### src/rtl/issue_rr_arbiter_9.sv
// ---------------------------------------------------------------------------
// issue_rr_arbiter_9
//
// Round-robin arbiter for the issue stage. Picks one of 9 requesting slots
// per grant, starting the search at the slot named by the priority pointer.
// The grant is registered and held until the issue logic acknowledges it
// (pointer advances past the winner) or flushes it (pointer unchanged).
//
// Ports
//   clk           rising-edge clock
//   rst           synchronous reset, active low
//   req_valid     per-slot request, bit k = slot k ready
//   grant_ack     consumer accepts the held grant
//   arb_flush     drop the held grant / suppress arbitration this cycle
//   grant_valid   a grant is presented (registered)
//   grant_onehot  one-hot winner, zero when no grant (registered)
//   grant_idx     winner index 0..8, zero when no grant (registered)
//   prio_ptr      slot with highest priority, 0..8
// ---------------------------------------------------------------------------
module issue_rr_arbiter_9 #(
   parameter int NUM_REQ = 9,
   parameter int IDX_W   = 4
) (
   input  logic               clk,
   input  logic               rst,
   input  logic [NUM_REQ-1:0] req_valid,
   input  logic               grant_ack,
   input  logic               arb_flush,
   output logic               grant_valid,
   output logic [NUM_REQ-1:0] grant_onehot,
   output logic [IDX_W-1:0]   grant_idx,
   output logic [IDX_W-1:0]   prio_ptr
);

   localparam logic [0:0] IDLE = 1'b0;
   localparam logic [0:0] HOLD = 1'b1;

   logic [0:0]           state_reg,        state_next;
   logic                 grant_valid_reg,  grant_valid_next;
   logic [NUM_REQ-1:0]   grant_onehot_reg, grant_onehot_next;
   logic [IDX_W-1:0]     grant_idx_reg,    grant_idx_next;
   logic [IDX_W-1:0]     prio_ptr_reg,     prio_ptr_next;

   // Requests concatenated with themselves (minus the top bit, which no
   // rotate amount 0..8 can reach) so a plain index implements the wrap.
   logic [2*NUM_REQ-2:0] req_dbl;
   logic [NUM_REQ-1:0]   rot;
   logic [NUM_REQ-1:0]   winner_onehot;
   logic [IDX_W-1:0]     lsb_idx;
   logic [IDX_W:0]       winner_sum;
   logic [IDX_W-1:0]     winner;
   logic [IDX_W-1:0]     ptr_after_ack;

   assign req_dbl = {req_valid[NUM_REQ-2:0], req_valid};

   // Circular barrel shifter: rot[i] = req_valid[(i + prio_ptr) mod 9].
   generate
      for (genvar gi = 0; gi < NUM_REQ; gi++) begin : g_rot
         assign rot[gi] = req_dbl[{1'b0, prio_ptr_reg} + (IDX_W+1)'(gi)];
      end
   endgenerate

   // Lowest set bit of the rotated vector; scanning downward lets the
   // smallest index be the last (winning) assignment.
   always_comb begin
      lsb_idx = '0;
      for (int i = NUM_REQ - 1; i >= 0; i--) begin
         if (rot[i]) begin
            lsb_idx = IDX_W'(i);
         end
      end
   end

   // Map back to an absolute slot. The add is one bit wider than the index
   // because lsb_idx + prio_ptr can reach 16 (j=8 with pointer 8).
   assign winner_sum = {1'b0, lsb_idx} + {1'b0, prio_ptr_reg};
   assign winner     = (winner_sum >= (IDX_W+1)'(NUM_REQ))
                       ? IDX_W'(winner_sum - (IDX_W+1)'(NUM_REQ))
                       : winner_sum[IDX_W-1:0];

   generate
      for (genvar gi = 0; gi < NUM_REQ; gi++) begin : g_dec
         assign winner_onehot[gi] = (winner == IDX_W'(gi));
      end
   endgenerate

   // Pointer moves to the slot just after the accepted winner, wrapping 8->0.
   assign ptr_after_ack = (grant_idx_reg == IDX_W'(NUM_REQ - 1))
                          ? '0 : grant_idx_reg + IDX_W'(1);

   always_comb begin
      state_next        = state_reg;
      grant_valid_next  = grant_valid_reg;
      grant_onehot_next = grant_onehot_reg;
      grant_idx_next    = grant_idx_reg;
      prio_ptr_next     = prio_ptr_reg;
      case (state_reg)
         IDLE: begin
            if ((req_valid != '0) && !arb_flush) begin
               state_next        = HOLD;
               grant_valid_next  = 1'b1;
               grant_onehot_next = winner_onehot;
               grant_idx_next    = winner;
            end
         end
         HOLD: begin
            // Flush takes precedence over a simultaneous ack.
            if (arb_flush || grant_ack) begin
               state_next        = IDLE;
               grant_valid_next  = 1'b0;
               grant_onehot_next = '0;
               grant_idx_next    = '0;
               if (!arb_flush) begin
                  prio_ptr_next = ptr_after_ack;
               end
            end
         end
         default: begin
            state_next        = IDLE;
            grant_valid_next  = 1'b0;
            grant_onehot_next = '0;
            grant_idx_next    = '0;
         end
      endcase
   end

   always_ff @(posedge clk) begin
      if (!rst) begin
         state_reg        <= IDLE;
         grant_valid_reg  <= 1'b0;
         grant_onehot_reg <= '0;
         grant_idx_reg    <= '0;
         prio_ptr_reg     <= '0;
      end else begin
         state_reg        <= state_next;
         grant_valid_reg  <= grant_valid_next;
         grant_onehot_reg <= grant_onehot_next;
         grant_idx_reg    <= grant_idx_next;
         prio_ptr_reg     <= prio_ptr_next;
      end
   end

   assign grant_valid  = grant_valid_reg;
   assign grant_onehot = grant_onehot_reg;
   assign grant_idx    = grant_idx_reg;
   assign prio_ptr     = prio_ptr_reg;

endmodule
### config.mk
export PLATFORM = sky130hd
export DESIGN_NAME = issue_rr_arbiter_9
export DESIGN_NICKNAME = d
export VERILOG_FILES = /design/src/rtl/issue_rr_arbiter_9.sv
export SDC_FILE = /design/constraint.sdc
export NUM_CORES = 1
export LEC_CHECK = 0
export BUFFER_PORTS_ARGS = -buffer_cell sky130_fd_sc_hd__clkbuf_2
export CORE_ASPECT_RATIO = 0.9
export CORE_UTILIZATION = 45
export DETAILED_ROUTE_END_ITERATION = 16
export PLACE_DENSITY = 0.73
export SLEW_MARGIN = 15
export SYNTH_ARGS = -nofsm -noshare
export SYNTH_HDL_FRONTEND = slang
export SYNTH_SLANG_ARGS = --single-unit
### constraint.sdc
create_clock -name clk -period 12.2 [get_ports clk]
set_clock_uncertainty 0.1 [all_clocks]
set_input_delay 0.61 -clock clk [delete_from_list [all_inputs] [get_ports clk]]
set_output_delay 0.61 -clock clk [all_outputs]
set_load 0.05 [all_outputs]
# == Word-level counts from Yosys, hierarchy flattened ==
# Cells that the tools add are included.
# totals
ff_bits,19
latch_bits,0
ram_bits,0
rom_bits,0
in_bits,13
out_inout_bits,18
elab_cells,87
n_memories,0
# op_classes
addsub,11
n_mul,0
n_div,0
order_cmp,10
n_eq_ne,11
shifts,0
mux,41
bitwise_logic,2
n_reduce_logical,7
# op_table
op,count
$mux W4,13
$lt A5 B6 Y1 const B,8
$bmux W1 S5,8
$add A4 B3 Y5 const B,4
$mux W9,2
$pmux W9 S2,1
$eq A4 B3 Y1 const B,4
$mux W1,13
$add A4 B2 Y5 const B,2
$reduce_bool A9 Y1,1
$eq A4 B2 Y1 const B,2
$eq A4 B4 Y1 const B,2
$pmux W4 S2,1
$lt A4 B6 Y1 const B,1
$add A4 B1 Y5 const B,1
$add A4 B4 Y5,1
$add A4 B4 Y5 const B,1
$ge A5 B4 Y1 const B,1
$add A4 B1 Y4 const B,1
$bmux W1 S4,1
$eq A4 B1 Y1 const B,1
$logic_not A4 Y1,1
$pmux W1 S2,2
$sub A4 B4 Y4 const B,1
other kinds (8),9

# == Depth between registers and ports, before layout ==
# Gate-level depths: netlist (run 1).
# logic_depth
depth_word,18
mapped_depth,20

# == Worst setup path before layout (run 1) ==
# Ideal clock, no wire load.
# synth_timing
path_type,register -> register
from,"register prio_ptr_reg[1], in the netlist prio_ptr[1]"
to,"register grant_onehot_reg[4], in the netlist grant_onehot[4]"
setup_time_ps,117
arrival_ps,5635
slack_ps,6349
stages_incl_launch_ff,21
synth_period_minus_slack_ps,5851
cell_sequence,dfxtp_1 > buf_6 > clkbuf_1 > inv_1 > ha_1 > clkbuf_1 > mux4_2 > mux2i_1 > a21oi_1 > o22ai_2 > a2bb2oi_1 > o21ai_1 > ha_1 > fa_1 > inv_1 > ha_1 > nor4_1 > nor4b_1 > o32ai_1 > nor2_1 > a22o_1
# synth_via
elab_chain_cells,18
elab_cells_between_ends,42
classes_between,10 x add/sub; 1 x order compare; 1 x eq/ne; 30 x mux
# synth_lines
item,line,text
"start, declared",42,"logic [IDX_W-1:0] prio_ptr_reg, prio_ptr_next;"
"start signal, assigned",139,prio_ptr_reg <= prio_ptr_next;
$add A4 B4 Y5,59,"assign rot[gi] = req_dbl[{1'b0, prio_ptr_reg} + (IDX_W+1)'(gi)];"
$bmux W1 S5,59,
$mux W1 (not written as such),59,
$mux W4 (9 in series),68,if (rot[i]) begin
$add A4 B4 Y5 *,76,"assign winner_sum = {1'b0, lsb_idx} + {1'b0, prio_ptr_reg};"
$sub A4 B4 Y4 / $ge A5 B4 Y1 (equally long branches),"78, 77",
$mux W4 *,78,? IDX_W'(winner_sum - (IDX_W+1)'(NUM_REQ))
$eq A4 B3 Y1 *,83,assign winner_onehot[gi] = (winner == IDX_W'(gi));
$mux W9 *,99,if ((req_valid != '0) && !arb_flush) begin
$pmux W9 S2 *,97,case (state_reg)
"end signal, assigned",137,grant_onehot_reg <= grant_onehot_next;
"end, declared",40,"logic [NUM_REQ-1:0] grant_onehot_reg, grant_onehot_next;"
# Mark *: on every way between the ends. The rest lies on a longest branch, timed or not. The select of a mux whose other input is x is not followed.
# A chain may end at the register's enable or synchronous reset.

# == Final worst setup path (run 1) ==
# layout_timing
from,"register prio_ptr_reg[2], in the netlist prio_ptr[2]"
to,"register grant_onehot_reg[4], in the netlist grant_onehot[4]"
# Same word-level chain as after synthesis.

==> out/results.ini, run 1 <==
[finish]
multiInputGateArea_mm2=0.001898
final_util=0.5264
final_area_mm2=0.002624
fill_cells=486
areaGrowthSynthToFinish_pct=9.504
largest_reg_flops=9
diodes=0
final_nets=331
drive_gt1_frac=0.2007
regArea_um2=380.4

[hold_path]
hold_class=reg -> reg
hold_start=grant_onehot[6]
whs_endpoint=grant_onehot[6]
min_path_cells=2

[setup_path]
reg2regPathDepth=15
worstSetupEndpointType=flip-flop
crit_type=reg -> reg
r2r_slack_ns=6.59
cp_max_fo=17
r2r-end=grant_onehot[4]
r2r_start=prio_ptr[2]
cp.required_ns=12.25
crit_arrival_ns=5.66
setup.worst_path.start_class=flip-flop

[yosys]
synth_enable_flop_cells=0
yosysTopAreaCell=dfxtp_1
yosys-top-cells-count=nand2_1, nor2_1, dfxtp_1
synth_warnings=0
synthAdderAreaFrac=0.09713
netlist_area_mm2=0.002396
yosys-mux-area-fraction=0.2460
synth_top_area_share=0.1587
synth_simple_gate_area_frac=0.2162
seq_area_frac_synth=0.1587
yosysMostFrequentCell=nand2_1
synth.area.top_cells=dfxtp_1, mux4_2, ha_1
synth_top_family_by_area=multiplexers
synth_xor_area_frac=0.04021
netlist_instances=278
synth.avg_cell_area_um2=8.619
yosysUniqueCellTypes=57
synthFlopType=dfxtp_1
postSynth.asyncResetShare=0
synth-compound-area-share=0.1927
ys_seq_elements=19
syn_nets=309

[placement]
port_buffers=30
gp_congestion=0.8414
placed_area_mm2=0.002577
hpwl_mm=4.352

[power_and_ir_drop]
ir_drop_v=0.00005831
switchingPower_uw=97.51
powerDensity_mw_per_mm2=88.46
power_frac_seq=0.303
switching_share=0.4201
p_comb_frac=0.508
power_frac_clock=0.188
internal-power_uw=134.6
p_leak_nw=1.069

[timing]
period_share=0.4596
period_needed_ns=5.607
hold_violations=0
fmax_mhz=178.3
maxSlewHeadroom=0.4016
worst_pin_slew_ns=0.8949
finalSetupViolCount=0
rsz0062_at_grt=no
setup_tns_ns=0
maxSlewViolCount=0

[clock_network]
cts.sinks=19
numCtsBuffers=3
path_clk_slew_ns=0.07
cts_root_buffer=clkbuf_8
cts_tree=built
ctsHtreeMaxLevel=1
postCtsSetupRepairBufs=0
hold_buffers=0
clk_latency_ns=0.26
cts_buffer_depth=2
cts_resized=0

[floorplan]
rows=24
ios=31
start_util=0.4807
dieArea_mm2=0.005621
die_w_um=78.92
coreArea_mm2=0.004985
die_y_um=71.23

[run]
maxCapViolations=0

[drt]
first_iter_violations=149
vias_per_cell=6.179
drc=0
wl_per_cell_um=15.91
drt_pass1_iterations=4
ant_nets=0
routed_wl_mm=5.791
routed-via-count=2249

[global_routing]
antenna_found_initial=0
grt_pass1_wl_mm=10.09
grt-ovfl-total=0
grt_pass1_vias=2064
grt_usage=0.2223
grt_max_degree=34

[outcome]
status=finished clean

-- critical path, cell delays in order, from the launching register on --
cell and delay [ns]:
dfxtp_1 0.81, inv_1 0.24, ha_1 0.29, xnor2_1 0.32, mux2_2 0.40, a311o_1 0.39, o2111ai_1 0.20, a21oi_1 0.14
fa_1 0.59, inv_1 0.12, ha_1 0.20, nor4_1 0.45, nor4b_1 0.10, o32ai_1 0.80, nor2_1 0.13, a22o_1 0.23
-- metal layers --
metal | vias to the layer above | part of all wire | track usage
met5 | - | 0 | 0
met4 | 0 | 0.0090 | 0.06061
met3 | 6 | 0.070 | 0.02675
met2 | 82 | 0.45 | 0.3333
met1 | 1058 | 0.47 | 0.3371
li1 | 1103 | - | -
-- area by class of cell --
type                    count  share of cell area
repair buffers             33             0.06581
multi-input cells         231              0.7234
clock inverters             1            0.001907
inverters                  12             0.01717
well taps                  65             0.03100
flip-flops and latches     19              0.1450
clock buffers               3             0.01574
-- stage by stage --
stage / instances / setup slack [ns] / power [mW] / hold WS (ns)
final: 364 / 6.593 / 0.2321 / 0.3550
after global routing: 364 / 6.170 / 0.2480 / 0.3771
after floorplan: 278 / 6.349 / 0.1636 / 0.3765
after CTS: 364 / 6.667 / 0.2324 / 0.3569
after detailed placement: 360 / 6.674 / 0.1884 / 0.3465
after global placement: 360 / 6.819 / 0.1866 / 0.3387
-- how the worst max path moves through the flow --
| stage | start | to | slack (ns) | cells after the start |
|---|---|---|---|---|
| final | prio_ptr[2] | grant_onehot[4] | 6.59 | 15 |
| after global routing | prio_ptr[2] | grant_onehot[5] | 6.17 | 17 |
| after CTS | prio_ptr[2] | grant_onehot[4] | 6.67 | 15 |
| after detailed placement | prio_ptr[2] | grant_onehot[4] | 6.67 | 17 |
| after global placement | prio_ptr[1] | grant_onehot[5] | 6.82 | 17 |
| after floorplan | prio_ptr[1] | grant_onehot[4] | 6.35 | 20 |
-- placed cells by master (no fill, tap or decap), drive strengths merged, types with 2 or more instances in the layout --
| cell type | n |
|---|---|
| mux2 | 4 |
| nor2b | 4 |
| clkbuf | 33 |
| a311oi | 6 |
| xnor2 | 7 |
| nand3b | 3 |
| a211oi | 2 |
| a21oi | 16 |
| nor3 | 7 |
| o22ai | 2 |
| mux4 | 17 |
| clkinv | 3 |
| or3 | 3 |
| xor2 | 4 |
| mux2i | 15 |
| a21o | 3 |
| dfxtp | 19 |
| nand2b | 5 |
| inv | 10 |
| o211ai | 3 |
| and3 | 3 |
| nor2 | 21 |
| nand3 | 9 |
| o32ai | 2 |
| nor4 | 6 |
| a32o | 3 |
| and2 | 3 |
| buf | 3 |
| ha | 17 |
| o21ai | 15 |
| nor3b | 3 |
| o31ai | 3 |
| a22o | 3 |
| nand2 | 27 |
-- power by group through the flow --
stage          logic [mW]  registers (mW)  clock network, mW
2_1_floorplan      0.0799          0.0837                  0
3_3_place_gp        0.115          0.0718                  0
3_5_place_dp        0.116          0.0719                  0
4_1_cts             0.117          0.0705             0.0448
5_1_grt             0.129          0.0712             0.0475
6_report            0.118          0.0704             0.0437
-- logic make-up (layout without fill, tap and decap cells) --
group                      count (synthesis)  in the layout
AOI/OAI and AO/OA                         67             67
xor gates and xnor gates                  11             11
adders and majority gates                 18             18
buffers and inverters                     28             49
DFF                                       19             19
muxes                                     36             36
and+or+nand+nor                           99             99
No activity file was read; power rests on OpenSTA's default activity.
==> run 2, diff against run 1 <==
PLACE_DENSITY = 0.75   (was 0.73)
clock period = 4.6 ns   (was 12.2 ns; I/O delays follow)
==> run 2 against run 1 <==
Net effect: cell area is 16% higher; sequential power increased to 2.6 times the previous value; routed wire length increased by 12%; clock power grew to 2.6 times the previous value; non-clock buffer count grew 23; global-route usage grew 0.82 points; register-to-register slack worse by 6.5 ns; via count increased by 4.9%; critical path depth is 2 higher; critical endpoint is now grant_onehot[5]; largest power group unchanged.
==> out/results.ini, run 2 (same netlist as run 1, synthesis figures left out) <==
[outcome]
status=finished clean  ; unchanged

[setup_path]
worstSetupEndpointType=flip-flop  ; unchanged
crit_arrival_ns=4.53  ; was 5.66 ns
crit_chain=inv_4 -> ha_4 -> mux4_2 -> mux2i_2 -> nor3b_2 -> or3_1 -> a2bb2oi_1 -> o21ai_1 -> ha_2 -> fa_2 -> inv_4 -> ha_4 -> nor4_4 -> nor4b_2 -> o32ai_4 -> nor2_2 -> a22o_1  ; was inv_1 -> ha_1 -> xnor2_1 -> mux2_2 -> a311o_1 -> o2111ai_1 -> a21oi_1 -> fa_1 -> inv_1 -> ha_1 -> nor4_1 -> nor4b_1 -> o32ai_1 -> nor2_1 -> a22o_1
cp.required_ns=4.64  ; was 12.25 ns
crit_type=reg -> reg  ; unchanged
cp_max_fo=7  ; was 17
cp_slowest_stage_delay_ns=0.58  ; was 0.81 ns
setup.worst_path.start_class=flip-flop  ; unchanged
r2r_slack_ns=0.12  ; was 6.59 ns
crit_slowest_cell=fa_2  ; was dfxtp_1

[power_and_ir_drop]
p_leak_nw=1.213  ; was 1.069 nW
power.total_uw=704.9  ; was 232.1 µW
ir_drop_v=0.0001482  ; was 0.00005831 V
powerDensity_mw_per_mm2=231.2  ; was 88.46 mW/mm²

[drt]
ant_nets=0  ; unchanged
drt_pass1_iterations=5  ; was 4
routed_wl_mm=6.459  ; was 5.791 mm
drc=0  ; unchanged
wl_per_cell_um=16.69  ; was 15.91 µm
vias_per_cell=6.096  ; was 6.179
routed-via-count=2359  ; was 2249
first_iter_violations=165  ; was 149

[placement]
placed_area_mm2=0.002824  ; was 0.002577 mm²
port_buffers=30  ; unchanged
gp_congestion=0.9194  ; was 0.8414
hpwl_mm=4.624  ; was 4.352 mm

[timing]
fmax_mhz=223.2  ; was 178.3 MHz
rsz0062_at_grt=yes  ; was no
hold_violations=0  ; unchanged
period_needed_ns=4.481  ; was 5.607 ns
period_share=0.9742  ; was 0.4596
finalSetupViolCount=0  ; unchanged
maxSlewViolCount=0  ; unchanged
maxSlewHeadroom=0.6275  ; was 0.4016
worst_pin_slew_ns=0.5551  ; was 0.8949 ns

[global_routing]
grt_usage=0.2305  ; was 0.2223
grt_max_degree=34  ; unchanged
grt-ovfl-total=0  ; unchanged
antenna_found_initial=0  ; unchanged
grt_pass1_wl_mm=10.38  ; was 10.09 mm
grt_pass1_vias=2168  ; was 2064

[hold_path]
hold_class=in -> reg  ; was reg -> reg

[finish]
fill_cells=437  ; was 486
most-common-layout-cells=clkbuf_2, nand2_1, buf_4, nor2_1  ; was clkbuf_2, nand2_1, nor2_1, dfxtp_1, ha_1
diodes=0  ; unchanged
multiInputGateArea_mm2=0.002092  ; was 0.001898 mm²
final_area_mm2=0.003049  ; was 0.002624 mm²
largest_reg_flops=9  ; unchanged
areaGrowthSynthToFinish_pct=27.26  ; was 9.504%
final_nets=354  ; was 331
final_util=0.6117  ; was 0.5264
regArea_um2=391.6  ; was 380.4 µm²
drive_gt1_frac=0.3571  ; was 0.2007
final_common_cell=clkbuf_2  ; unchanged

[clock_network]
hold_buffers=0  ; unchanged
numCtsBuffers=3  ; unchanged
clk_latency_ns=0.25  ; was 0.26 ns
ctsHtreeMaxLevel=1  ; unchanged
cts.sinks=19  ; unchanged
cts_root_buffer=clkbuf_8  ; unchanged
cts_tree=built  ; unchanged
path_clk_slew_ns=0.07  ; about the same
cts_buffer_depth=2  ; unchanged

[floorplan]
die_y_um=71.23  ; unchanged
ios=31  ; unchanged
start_util=0.4807  ; unchanged
dieArea_mm2=0.005621  ; unchanged
rows=24  ; unchanged
coreArea_mm2=0.004985  ; unchanged
die_w_um=78.92  ; unchanged

[run]
maxCapViolations=0  ; unchanged

==> run 2: cell types whose count changed in the layout (fill, tap and decap cells not counted), sizes merged <==
cell    change
clkbuf      +2
clkinv      -1
buf        +22
==> run 2: worst max-delay path: cells and delay by family (launching register included) <==
family / cells / cell delay (ns)
adders and majority gates: 4 / 1.25
and+or+nand+nor: 5 / 0.91
AOI/OAI and AO/OA: 4 / 0.86
muxes: 2 / 0.75
DFF: 1 / 0.38
buffers and inverters: 2 / 0.10
==> run 2: worst paths after layout <==
path,start,cells past startpoint,endpoint
setup / recovery,prio_ptr[0],17,grant_onehot[5]
hold / removal,grant_ack,4,state_reg
hold reg to reg,grant_onehot[3],2,grant_onehot[3]
setup reg to reg,prio_ptr[0],17,grant_onehot[5]
==> run 2: cell type report <==
type	instances	share of cell area
tap	65	0.02667
inverter	12	0.01723
clock buffer	4	0.01477
multi-input combinational	231	0.6861
sequential	19	0.1284
timing repair buffer	56	0.1268
==> run 2: report_power, final <==
group	internal (mW)	leakage, nW	switching [mW]	total [mW]
Sequential	0.174	0.157	0.0105	0.185
Clock	0.0615	0.0228	0.0536	0.115
Combinational	0.176	1.03	0.229	0.405
Total	0.411	1.21	0.293	0.705
==> run 2: routing by layer <==
metal  vias up  wire (µm)  global-route usage
met4         0         95             0.05051
met3         8        323             0.02166
met2        84       3117              0.3778
met5         -          0                   0
li1       1144          -                   -
met1      1123       2922              0.3320
==> run 2: timing repair <==
action / in CTS / in global routing
pin swaps: 1 / 12
endpoints found under the hold margin: 0 / 0
gates resized for setup: 1 / 26
endpoints found under the setup margin: 6 / 11
gates cloned: 0 / 1
buffers inserted: 2 / 2
==> run 2: per-stage QoR <==
step                cells  setup TNS (ns)  hold slack, ns  setup WS, ns
floorplan             278         -0.9028          0.3320       -0.1498
global placement      379               0          0.3344       0.09098
detailed placement    379        -0.01520          0.3406     -0.008447
CTS                   385               0          0.1997       0.02494
global route          387        -0.02572          0.2007      -0.01658
finish                387               0          0.2085        0.1189
